### config.mk
export PLATFORM = sky130hd
export DESIGN_NAME = mem_port_arbiter
export DESIGN_NICKNAME = d
export VERILOG_FILES = /design/src/rtl/mem_arb_pkg.sv /design/src/rtl/mem_arb_watchdog.sv /design/src/rtl/mem_port_arbiter.sv
export SDC_FILE = /design/constraint.sdc
export NUM_CORES = 1
export LEC_CHECK = 0
export CORE_MARGIN = 4
export CORE_UTILIZATION = 40
export DETAILED_ROUTE_END_ITERATION = 10
export PLACE_DENSITY = 0.77
export SETUP_SLACK_MARGIN = 0.15
export SLEW_MARGIN = 5
export SYNTH_ARGS = -nofsm -noshare
export SYNTH_HDL_FRONTEND = slang
export SYNTH_SLANG_ARGS = --single-unit
### constraint.sdc
create_clock -name clk -period 2.1 [get_ports clk]
set_input_delay 0.63 -clock clk [delete_from_list [all_inputs] [get_ports clk]]
set_output_delay 0.63 -clock clk [all_outputs]
set_load 0.005 [all_outputs]
### src/rtl/mem_arb_pkg.sv
// Shared types and constants for the fetch/data memory port arbiter.
// The optional watchdog is controlled by MEM_ARB_TIMEOUT_EN.
package mem_arb_pkg;

    localparam int DEF_ADDR_W = 32;
    localparam int DEF_DATA_W = 32;

    localparam logic [31:0] NOP_INSTR = 32'h0000_0013;

    typedef enum logic [1:0] {
        IDLE    = 2'd0,
        IF_WAIT = 2'd1,
        DM_WAIT = 2'd2,
        RESP    = 2'd3
    } arb_state_t;

endpackage

### src/rtl/mem_arb_watchdog.sv
// Wait-state counter for the memory arbiter; flags an access that has gone
// TIMEOUT wait cycles without mem_ack. Only used under MEM_ARB_TIMEOUT_EN.
module mem_arb_watchdog #(
    parameter int TIMEOUT = 15
) (
    input  logic clk,
    input  logic reset,
    input  logic start,
    input  logic active,
    input  logic ack,
    output logic expired
);

    localparam int CW = $clog2(TIMEOUT + 1);

    logic [CW-1:0] count;

    // An ack in the expiry cycle wins, so expiry is masked by ack.
    assign expired = active & ~ack & (count == CW'(TIMEOUT - 1));

    always_ff @(posedge clk) begin
        if (reset || start) begin
            count <= '0;
        end else if (active && !ack && !expired) begin
            count <= count + 1'b1;
        end
    end

endmodule

### src/rtl/mem_port_arbiter.sv
// Arbitrates the single-ported unified memory between instruction fetch and
// data access; data wins ties. Optional watchdog: MEM_ARB_TIMEOUT_EN.
module mem_port_arbiter
    import mem_arb_pkg::*;
#(
    parameter int ADDR_W  = DEF_ADDR_W,
    parameter int DATA_W  = DEF_DATA_W,
    parameter int TIMEOUT = 15
) (
    input  logic              clk,
    input  logic              reset,
    input  logic              if_req,
    input  logic [ADDR_W-1:0] if_addr,
    input  logic              if_kill,
    output logic [DATA_W-1:0] if_rdata,
    output logic              if_ready,
    output logic              stall_if,
    input  logic              dm_req,
    input  logic              dm_we,
    input  logic [ADDR_W-1:0] dm_addr,
    input  logic [DATA_W-1:0] dm_wdata,
    output logic [DATA_W-1:0] dm_rdata,
    output logic              dm_ready,
    output logic              stall_dm,
    output logic              mem_req,
    output logic              mem_we,
    output logic [ADDR_W-1:0] mem_addr,
    output logic [DATA_W-1:0] mem_wdata,
    input  logic [DATA_W-1:0] mem_rdata,
    input  logic              mem_ack,
    output logic              bus_err
);

    arb_state_t state_q, state_d;
    logic       kill_q;
    logic       kill_now;
    logic       wd_expired;

    assign stall_if = if_req & ~if_ready;
    assign stall_dm = dm_req & ~dm_ready;
    assign kill_now = kill_q | if_kill;

`ifdef MEM_ARB_TIMEOUT_EN
    logic wd_start;
    logic wd_active;

    assign wd_start  = (state_q == IDLE) & (dm_req | if_req);
    assign wd_active = (state_q == IF_WAIT) | (state_q == DM_WAIT);

    mem_arb_watchdog #(
        .TIMEOUT (TIMEOUT)
    ) u_watchdog (
        .clk     (clk),
        .reset   (reset),
        .start   (wd_start),
        .active  (wd_active),
        .ack     (mem_ack),
        .expired (wd_expired)
    );
`else
    assign wd_expired = 1'b0;
`endif

    always_ff @(posedge clk) begin
        if (reset) begin
            state_q <= IDLE;
        end else begin
            state_q <= state_d;
        end
    end

    always_comb begin
        state_d = state_q;
        case (state_q)
            IDLE: begin
                if (dm_req) begin
                    state_d = DM_WAIT;
                end else if (if_req) begin
                    state_d = IF_WAIT;
                end
            end
            IF_WAIT, DM_WAIT: begin
                if (mem_ack || wd_expired) begin
                    state_d = RESP;
                end
            end
            RESP:    state_d = IDLE;
            default: state_d = IDLE;
        endcase
    end

    always_ff @(posedge clk) begin
        if (reset) begin
            mem_req   <= 1'b0;
            mem_we    <= 1'b0;
            mem_addr  <= '0;
            mem_wdata <= '0;
            if_ready  <= 1'b0;
            dm_ready  <= 1'b0;
            if_rdata  <= '0;
            dm_rdata  <= '0;
            bus_err   <= 1'b0;
            kill_q    <= 1'b0;
        end else begin
            if_ready <= 1'b0;
            dm_ready <= 1'b0;
            bus_err  <= 1'b0;
            case (state_q)
                IDLE: begin
                    kill_q <= 1'b0;
                    if (dm_req) begin
                        mem_req   <= 1'b1;
                        mem_we    <= dm_we;
                        mem_addr  <= dm_addr;
                        mem_wdata <= dm_wdata;
                    end else if (if_req) begin
                        mem_req  <= 1'b1;
                        mem_we   <= 1'b0;
                        mem_addr <= if_addr;
                    end
                end
                IF_WAIT: begin
                    if (if_kill) begin
                        kill_q <= 1'b1;
                    end
                    if (mem_ack || wd_expired) begin
                        mem_req <= 1'b0;
                        mem_we  <= 1'b0;
                        bus_err <= ~mem_ack;
                        // A flushed fetch still completes on the bus but is not delivered.
                        if (!kill_now) begin
                            if_ready <= 1'b1;
                            if_rdata <= mem_ack ? mem_rdata : DATA_W'(NOP_INSTR);
                        end
                    end
                end
                DM_WAIT: begin
                    if (mem_ack || wd_expired) begin
                        mem_req  <= 1'b0;
                        mem_we   <= 1'b0;
                        bus_err  <= ~mem_ack;
                        dm_ready <= 1'b1;
                        dm_rdata <= (mem_ack && !mem_we) ? mem_rdata : '0;
                    end
                end
                RESP: begin
                    kill_q <= 1'b0;
                end
                default: begin
                    kill_q <= 1'b0;
                end
            endcase
        end
    end

endmodule

# == Word-level counts from Yosys, hierarchy flattened ==
# Cells that the tools add are included.
# classes
n_eq_ne,6
mux,18
bitwise,10
reduce_logical,18
# op_table
cell,count
two-way mux 32 bit,3
AND reduction 2 bit,5
two-way mux 1 bit,8
inverter 1 bit,7
two-way mux 2 bit,3
case mux 1 bit (2 select lines),3
case mux 2 bit (3 select lines),1
AND reduction 3 bit,2
nonzero test 2 bit,3
OR reduction 2 bit,3
OR reduction 3 bit,2
"equality test 2 bit, second input constant",2
"!= test 3 bit, second input constant",1
bitwise AND 1 bit,2
"equality test 2 x 1 -> 1 bit, second input constant",1
zero test 2 bit,1
"!= test 2 x 1 -> 1 bit, second input constant",1
"!= test 2 bit, second input constant",1
logical AND 1 bit,1
zero test 1 bit,1
OR 1 bit,1
# totals
register_bits,136
input_bits,135
elab_cells,63

# == Logic depth before layout (Yosys ltp) ==
# Gate-level depths: netlist (run 1).
# depth
word_depth,4
ltp_mapped,7

# == Worst setup path before layout (run 1) ==
# Ideal clock, no wire load.
# synth_timing
kind,input -> output
from,input port dm_req
to,output port stall_dm
t_arrival_ps,1108
required_time_ps,1470
path_slack_ps,362
path_stages,3
cell_sequence,buf_4 > buf_6 > nor2b_1
# synth_between
elab_chain_cells,1
# synth_lines
item,line_no,text
"start, declared",mem_port_arbiter.sv:18,"input logic dm_req,"
bitwise AND 1 bit,mem_port_arbiter.sv:40,assign stall_dm = dm_req & ~dm_ready;
"end, declared",mem_port_arbiter.sv:24,"output logic stall_dm,"
# No other way between the ends.

# == Final worst setup path (run 1) ==
# layout_timing
from,register dm_rdata[12]
to,output port dm_rdata[12]
# layout_lines
item,line_no,text
"start, declared",mem_port_arbiter.sv:22,"output logic [DATA_W-1:0] dm_rdata,"
"start signal, assigned",mem_port_arbiter.sv:143,dm_rdata <= (mem_ack && !mem_we) ? mem_rdata : '0;
# No word-level cell between the ends.

==> results of run 1 <==
[metal layers]
layer  GRT usage, %  part of all wire (%)  vias to the layer above
met4           8.93                   2.3                        0
met1           23.1                    37                     2452
met5              0                     0                        -
met2           38.0                    51                      229
li1               -                     -                     2603
met3           8.97                    10                       27
[layout make-up]
cell class	count	area, um^2	share of cell area (%)
clock buffer	23	448	5.10
clock inverter	8	100	1.14
inverter	2	7.51	0.0855
multi-input combinational	422	2320	26.4
sequential	136	2720	31.0
tap	172	215	2.45
timing repair buffer	288	2970	33.8
[stage by stage]
stage          util [%]  cells
2_1_floorplan         -    616
3_3_place_gp       63.7   1020
3_5_place_dp       63.7   1020
4_1_cts            67.9   1051
5_1_grt            68.5   1051
6_report           68.5   1051
[registers in the layout, summed over array words and instances (netlist names)]
name / cells
bus_err: 1
dm_rdata: 32
dm_ready: 1
if_rdata: 32
if_ready: 1
kill_q: 1
mem_addr: 32
mem_req: 1
mem_wdata: 32
mem_we: 1
state_q: 2
[repair_timing]
item | 4_1_cts | 5_1_grt
gates cloned | 0 | 0
pin swaps | 0 | 0
setup endpoints to repair | 4 | 28
resized for setup | 5 | 28
[power groups by stage]
stage	combinational (mW)	clock (mW)	sequential, mW
2_1_floorplan	1.41	0	3.42
3_3_place_gp	2.98	0	3.37
3_5_place_dp	3.04	0	3.40
4_1_cts	3.06	2.86	3.36
5_1_grt	3.30	2.98	3.41
6_report	3.01	2.79	3.35
[worst min-delay path by stage]
stage,from,end,slack (ns)
final,dm_rdata[9],dm_rdata[9],0.45
after global routing,dm_rdata[18],dm_rdata[18],0.46
after CTS,dm_rdata[18],dm_rdata[18],0.45
after detailed placement,dm_rdata[18],dm_rdata[18],0.44
after global placement,dm_rdata[7],dm_rdata[7],0.44
after floorplan,dm_rdata[18],dm_rdata[18],0.45
[cells by family (layout without fill, tap and decap cells)]
| family | count (synthesis) | in the layout | synth area share [%] |
|---|---|---|---|
| AND/OR/NAND/NOR | 243 | 243 | 21.1 |
| AO/OA/AOI/OAI | 139 | 139 | 14.8 |
| other | 1 | 1 | 0.0703 |
| multiplexers | 34 | 34 | 6.38 |
| buffers and inverters | 58 | 321 | 5.51 |
| adder cells (fa/ha/maj) | 5 | 5 | 1.17 |
| flip-flops | 136 | 136 | 51.0 |
[cell usage after synthesis (2+ instances only)]
master / n / area share (%)
a21oi_1: 100 / 9.4
nor2b_1: 4 / 0.47
buf_1: 4 / 0.28
buf_6: 3 / 0.63
buf_2: 18 / 1.7
inv_1: 2 / 0.14
ha_1: 5 / 1.2
buf_4: 8 / 1.1
nor2_1: 36 / 2.5
nand4b_1: 33 / 5.4
a211oi_1: 32 / 4.5
o21ai_0: 4 / 0.38
mux2i_1: 34 / 6.4
nand2_1: 162 / 11
clkbuf_1: 22 / 1.5
dfxtp_1: 136 / 51
==> results.tsv, run 1 <==
metric	value	unit
startpoint	dm_rdata[12]	
ctsHoldBuffers	0	
seq_power_share	36.7	%
maxCapViolCount	0	
finalHoldViolCount	0	
yosysWarnings	0	
r2r_start	state_q[0]	
antenna_found_initial	0	
drtPass1Iterations	5	
htree_levels	4	
cts.sinks	136	
crit_slowest_cell	clkdlybuf4s50_1	
worst-setup-path-type	register to output pin	
syn-cell-area	5330	um^2
crit_arrival	1.29	ns
endpoint	dm_rdata[12]	
outcome	finished, final reports clean	
track_usage	21.7	%
worstHoldPathType	register to register	
clockBufferDepth	2	
r2r_cells	5	
port_buffers	269	
combPwrFrac	32.9	%
path_buf_inv	1	
synth_cell_types	29	
drc	0	
maxSlewViolCount	0	
max_freq	0.522	GHz
dp_hpwl	12600	um
stdcell_area	8780	um^2
syn_nets	756	
numCtsBuffers	17	
grt_pass1_wl	26000	um
wl	17000	um
grt_pass1_vias	5295	
holdWs	0.450	ns
cp_max_fo	2	
rsz0062_at_grt	false	
cpLargestDelayFamily	buffers and inverters	
die_w	123	um
wire_per_inst	16.2	um
clock_latency	0.41	ns
pwr-share-clk	30.5	%
place_ws	-0.305	ns
power_density	1040	nW/um^2
die_h	123	um
placed_cell_area	8170	um^2
fillers	1011	
diodes	0	
die_area	15200	um^2
slew-limit-headroom	64.5	%
start_util	41.6	%
r2r-end	state_q[1]	
endpoint_kind	output pin	
cp-start-kind	register	
switchingPower	2.72	mW
grt_max_degree	70	
fin_setup_tns	0	ns
syn_inst	616	
core_area	12800	um^2
vias	5311	
tritoncts	yes	
setup_ws	0.185	ns
antenna_left	0	
worst_slew_pin_slew	0.532	ns
netSwitchingFraction	29.7	%
synth_edf_count	0	
clockRootBuffer	clkbuf_16	
avgSynthCellArea	8.66	um^2
fin_crit	1.92	ns
finalCritPeriodShare	91.2	%
synthFlopType	dfxtp_1	
layout_commonest_cell	clkdlybuf4s50_1	
setup_viol	0	
crit_chain	clkdlybuf4s50_1	
power	9.15	mW
rrSetupSlack	0.35	ns
synth_seq_cells	136	
clk_pin_slew	0.06	ns
via_per_inst	5.05	
cp.depth	1	
slowest_delay	0.53	ns
worstPathRequired	1.47	ns
rows	41	
async_flop_share	0	%
yosysSeqAreaShare	51.0	%
io-pin-count	270	
grt_overflow_total	0	
drt_iter0_markers	254	
clock_skew	0.00775	ns
area_growth	64.6	%
nets	1007	
drive_gt1_share	5.46	%
peakVddDrop	0.000531	V
holdPathStages	2	
cts_setup_buffers	0	
gp_congestion	0.809	
p_int	6.43	mW
layout_common_cells	clkdlybuf4s50_1 (235), nand2_1 (162), dfxtp_1 (135)	
leakage	3.67	nW
No activity file was read; power rests on OpenSTA's default activity.
==> run 2: changes to the inputs <==
Settings changed: PLACE_DENSITY 0.77 to 0.76.
==> run 2 against run 1 <==
Against the previous run:
- clock power rose by 3%
- critical path type unchanged
- setup slack improved by 0.012 ns
- final cell count rose by 0.38%
- largest power group unchanged
- sequential share of layout area barely moved
- final area rose by 0.16%
- largest cell class unchanged
- sequential power barely moved
- power rose by 1.4%
- global-route usage barely moved
- utilization rose by 0.11 points
==> results.tsv, run 2 (synthesis results as in run 1) <==
metric	value	unit	change
drc	0		unchanged
layout_common_cells	clkdlybuf4s50_1 (241), nand2_1 (162), dfxtp_1 (132)		was clkdlybuf4s50_1 (235), nand2_1 (162), dfxtp_1 (135)
grt_pass1_vias	5213		was 5295
htree_levels	4		unchanged
clockRootBuffer	clkbuf_16		unchanged
crit_arrival	1.27	ns	was 1.29 ns
vias	5295		was 5311
cpLargestDelayFamily	buffers and inverters		unchanged
diodes	0		unchanged
place_ws	-0.291	ns	was -0.305 ns
ctsHoldBuffers	0		unchanged
cts.sinks	136		unchanged
rrSetupSlack	0.36	ns	was 0.35 ns
slowest_delay	0.53	ns	about the same
r2r_start	state_q[0]		unchanged
worstPathRequired	1.47	ns	about the same
fillers	1055		was 1011
grt_max_degree	49		was 70
grt_pass1_wl	25700	um	was 26000 um
endpoint	mem_we		was dm_rdata[12]
dp_hpwl	12600	um	about the same
rsz0062_at_grt	false		unchanged
rows	41		unchanged
io-pin-count	270		unchanged
leakage	3.55	nW	was 3.67 nW
core_area	12800	um^2	unchanged
setup_ws	0.197	ns	was 0.185 ns
cp_max_fo	2		unchanged
grt_overflow_total	0		unchanged
endpoint_kind	output pin		unchanged
clk_pin_slew	0.05	ns	was 0.06 ns
max_freq	0.526	GHz	was 0.522 GHz
maxCapViolCount	0		unchanged
die_w	123	um	unchanged
finalCritPeriodShare	90.6	%	was 91.2%
startpoint	mem_we		was dm_rdata[12]
r2r_cells	5		unchanged
crit_chain	clkdlybuf4s50_1		unchanged
drt_iter0_markers	332		was 254
die_area	15200	um^2	unchanged
antenna_found_initial	1		was 0
finalHoldViolCount	0		unchanged
clockBufferDepth	2		unchanged
drive_gt1_share	6.91	%	was 5.46%
port_buffers	269		unchanged
holdWs	0.450	ns	about the same
wl	17000	um	about the same
tritoncts	yes		unchanged
die_h	123	um	unchanged
numCtsBuffers	17		unchanged
wire_per_inst	16.1	um	was 16.2 um
drtPass1Iterations	5		unchanged
start_util	41.6	%	unchanged
maxSlewViolCount	0		unchanged
area_growth	64.9	%	was 64.6%
clock_skew	0.00474	ns	was 0.00775 ns
worstHoldPathType	register to register		unchanged
via_per_inst	5.02		was 5.05
track_usage	21.7	%	about the same
setup_viol	0		unchanged
layout_commonest_cell	clkdlybuf4s50_1		unchanged
clock_latency	0.41	ns	about the same
outcome	finished, final reports clean		unchanged
cp.depth	1		unchanged
fin_crit	1.90	ns	was 1.92 ns
power_density	1050	nW/um^2	was 1040 nW/um^2
cp-start-kind	register		unchanged
nets	1010		was 1007
worst-setup-path-type	register to output pin		unchanged
r2r-end	state_q[1]		unchanged
path_buf_inv	1		unchanged
crit_slowest_cell	clkdlybuf4s50_1		unchanged
antenna_left	0		unchanged
peakVddDrop	0.000544	V	was 0.000531 V
gp_congestion	0.791		was 0.809
run 2: through the flow:
| stage | TNS, ns | area [um^2] | power [mW] | cells | utilization (%) |
|---|---|---|---|---|---|
| finish | 0 | 8790 | 9.28 | 1055 | 68.6 |
| global placement | -0.272 | 8160 | 6.39 | 1023 | 63.7 |
| detailed placement | -0.305 | 8160 | 6.49 | 1023 | 63.7 |
| floorplan | 0 | 5330 | 4.83 | 616 | - |
| CTS | 0 | 8740 | 9.39 | 1055 | 68.2 |
| global route | 0 | 8790 | 9.83 | 1055 | 68.6 |
run 2: worst min-delay path, cell delays in order, from the launching register on:
cell	delay, ns
dfxtp_1	0.31
nand2_1	0.05
a21oi_1	0.05
run 2: how the worst min path moves through the flow:
stage	start	end	slack, ns	cells after the start
final	dm_rdata[1]	dm_rdata[1]	0.45	2
after global routing	mem_wdata[22]	mem_wdata[22]	0.47	2
after CTS	dm_rdata[4]	dm_rdata[4]	0.45	2
after detailed placement	dm_rdata[4]	dm_rdata[4]	0.44	2
after global placement	dm_rdata[0]	dm_rdata[0]	0.44	2
after floorplan	dm_rdata[18]	dm_rdata[18]	0.45	2
run 2: layout make-up:
class / count / area (um^2) / area share, %
clock buffers: 20 / 457 / 5.19
clock inverters: 12 / 124 / 1.41
inverters: 2 / 7.51 / 0.0854
multi-input cells: 422 / 2320 / 26.4
flip-flops and latches: 136 / 2730 / 31.0
well taps: 172 / 215 / 2.45
repair buffers: 291 / 2950 / 33.5
run 2: power by group:
group	internal [mW]	switching, mW	total [mW]
Clock	1.80	1.08	2.88
Sequential	3.09	0.260	3.35
Combinational	1.63	1.42	3.05
run 2: repair_timing:
item,4_1_cts,5_1_grt
gates resized for setup,9,23
setup buffers,0,0
endpoints found under the hold margin,0,0
endpoints found under the setup margin,6,23
run 2: routing by layer:
layer	track usage, %	wire length (um)	up-vias
met3	6.82	1460	22
li1	-	-	2612
met2	38.8	8740	229
met1	24.2	6470	2430
met4	8.03	335	2
met5	0	13	-
==> run 3: changes to the inputs <==
Settings changed: CAP_MARGIN set to 40, CORE_UTILIZATION 40 to 28, PLACE_DENSITY 0.76 to 0.56.
Clock period 2.1 ns to 1.9 ns, I/O delays scaled along.
==> run 3 against run 2 <==
Against the previous run:
- non-clock buffer count increased by 9
- via count is 2.2% lower
- global-route usage shrank 5.7 points
- setup slack better by 0.0063 ns
- largest power group unchanged
==> results.tsv, run 3 (synthesis results as in run 1) <==
metric	value	unit	change
area_growth	65.5	%	was 64.9%
max_freq	0.589	GHz	
nets	1019		was 1010
layout_common_cells	nand2_1 (162), dfxtp_1 (135), dlygate4sd2_1 (134)		was clkdlybuf4s50_1 (241), nand2_1 (162), dfxtp_1 (132)
outcome	finished, final reports clean		unchanged
r2r_start	state_q[0]		unchanged
clockBufferDepth	2		unchanged
netSwitchingFraction	30.4	%	was 29.7%
fillers	1897		was 1055
tritoncts	yes		unchanged
peakVddDrop	0.000606	V	was 0.000544 V
dp_hpwl	12700	um	was 12600 um
combPwrFrac	30.8	%	was 32.8%
crit_chain	clkdlybuf4s15_1 -> nor2b_4 -> clkdlybuf4s15_2		was clkdlybuf4s50_1
worstPathRequired	1.33	ns	was 1.47 ns
numCtsBuffers	17		unchanged
switchingPower	3.15	mW	was 2.76 mW
clock_skew	0.00610	ns	was 0.00474 ns
die_h	146	um	was 123 um
worstHoldPathType	register to register		unchanged
grt_pass1_wl	27700	um	was 25700 um
stdcell_area	8830	um^2	was 8790 um^2
placed_cell_area	8360	um^2	was 8160 um^2
finalHoldViolCount	0		unchanged
utilization	47.2	%	was 68.6%
crit_slowest_cell	clkdlybuf4s15_2		was clkdlybuf4s50_1
wl	17800	um	was 17000 um
maxCapViolCount	0		unchanged
fin_setup_tns	0	ns	unchanged
drt_iter0_markers	160		was 332
rsz0062_at_grt	false		unchanged
grt_pass1_vias	4976		was 5213
track_usage	16.0	%	was 21.7%
htree_levels	4		unchanged
rows	50		was 41
maxSlewViolCount	0		unchanged
startpoint	if_req		was mem_we
layout_commonest_cell	nand2_1		was clkdlybuf4s50_1
diodes	0		unchanged
drtPass1Iterations	4		was 5
endpoint_kind	output pin		unchanged
cts.sinks	136		unchanged
fin_cells	1126		was 1055
port_buffers	269		unchanged
pwr-share-clk	34.0	%	was 31.1%
hp-start	dm_rdata[2]		was dm_rdata[1]
vias	5181		was 5295
drc	0		unchanged
holdWs	0.448	ns	was 0.450 ns
p_int	7.22	mW	was 6.52 mW
wire_per_inst	15.8	um	was 16.1 um
finalCritPeriodShare	89.3	%	
antenna_found_initial	0		was 1
drive_gt1_share	7.51	%	was 6.91%
leakage	3.85	nW	was 3.55 nW
crit_arrival	1.13	ns	was 1.27 ns
seq_power_share	35.2	%	was 36.1%
gp_congestion	0.738		was 0.791
place_ws	-0.446	ns	was -0.291 ns
clock_latency	0.41	ns	about the same
setup_viol	0		unchanged
worst-setup-path-type	primary input to output pin		was register to output pin
grt_overflow_total	0		unchanged
slowest_delay	0.21	ns	was 0.53 ns
core_area	18700	um^2	was 12800 um^2
power	10.4	mW	was 9.28 mW
die_w	146	um	was 123 um
clockRootBuffer	clkbuf_16		unchanged
dp.cells	1094		was 1023
fin_crit	1.70	ns	
setup_ws	0.204	ns	was 0.197 ns
ctsHoldBuffers	0		unchanged
clk_pin_slew	0.06	ns	was 0.05 ns
cp-start-kind	primary input		was register
cp_max_fo	2		unchanged
start_util	28.5	%	was 41.6%
power_density	1170	nW/um^2	was 1050 nW/um^2
io-pin-count	270		unchanged
via_per_inst	4.60		was 5.02
antenna_left	0		unchanged
die_area	21300	um^2	was 15200 um^2
grt_max_degree	57		was 49
-- run 3: critical path: cells and delay by family --
family | cells | cell delay (ns)
AND/OR/NAND/NOR | 1 | 0.14
buffers and inverters | 2 | 0.41
-- run 3: timing repair --
| item | 4_1_cts | 5_1_grt |
|---|---|---|
| resized for setup | 141 | 1 |
| pin swaps | 0 | 0 |
| endpoints found under the hold margin | 0 | 0 |
| buffers inserted | 0 | 0 |
| endpoints found under the setup margin | 135 | 1 |
-- run 3: path summary, 6_finish.rpt --
check                end  slack, ns  cells past startpoint
min          dm_rdata[2]       0.45                      2
max             stall_if       0.20                      3
min reg2reg  dm_rdata[2]       0.45                      2
max reg2reg   state_q[1]       0.26                      6
-- run 3: final cells by class --
cell class	count	area [um^2]	share of cell area [%]
timing repair buffer	300	2850	32.3
sequential	136	2720	30.9
multi-input combinational	422	2330	26.4
clock buffer	19	433	4.90
tap	234	293	3.32
clock inverter	13	193	2.18
inverter	2	7.51	0.0850
-- run 3: power groups by stage --
| stage | registers [mW] | clock network (mW) | logic, mW |
|---|---|---|---|
| floorplan | 3.78 | 0 | 1.56 |
| global placement | 3.72 | 0 | 3.60 |
| detailed placement | 3.74 | 0 | 3.61 |
| CTS | 3.66 | 3.65 | 3.26 |
| global route | 3.72 | 3.76 | 3.54 |
| finish | 3.65 | 3.53 | 3.19 |
-- run 3: per-layer routing --
| layer | GRT usage [%] | vias up | share of wire [%] |
|---|---|---|---|
| met5 | 0 | - | 0 |
| met4 | 4.19 | 0 | 0.84 |
| met3 | 5.74 | 11 | 7.6 |
| met2 | 26.4 | 179 | 47 |
| met1 | 19.9 | 2360 | 45 |
| li1 | - | 2631 | - |
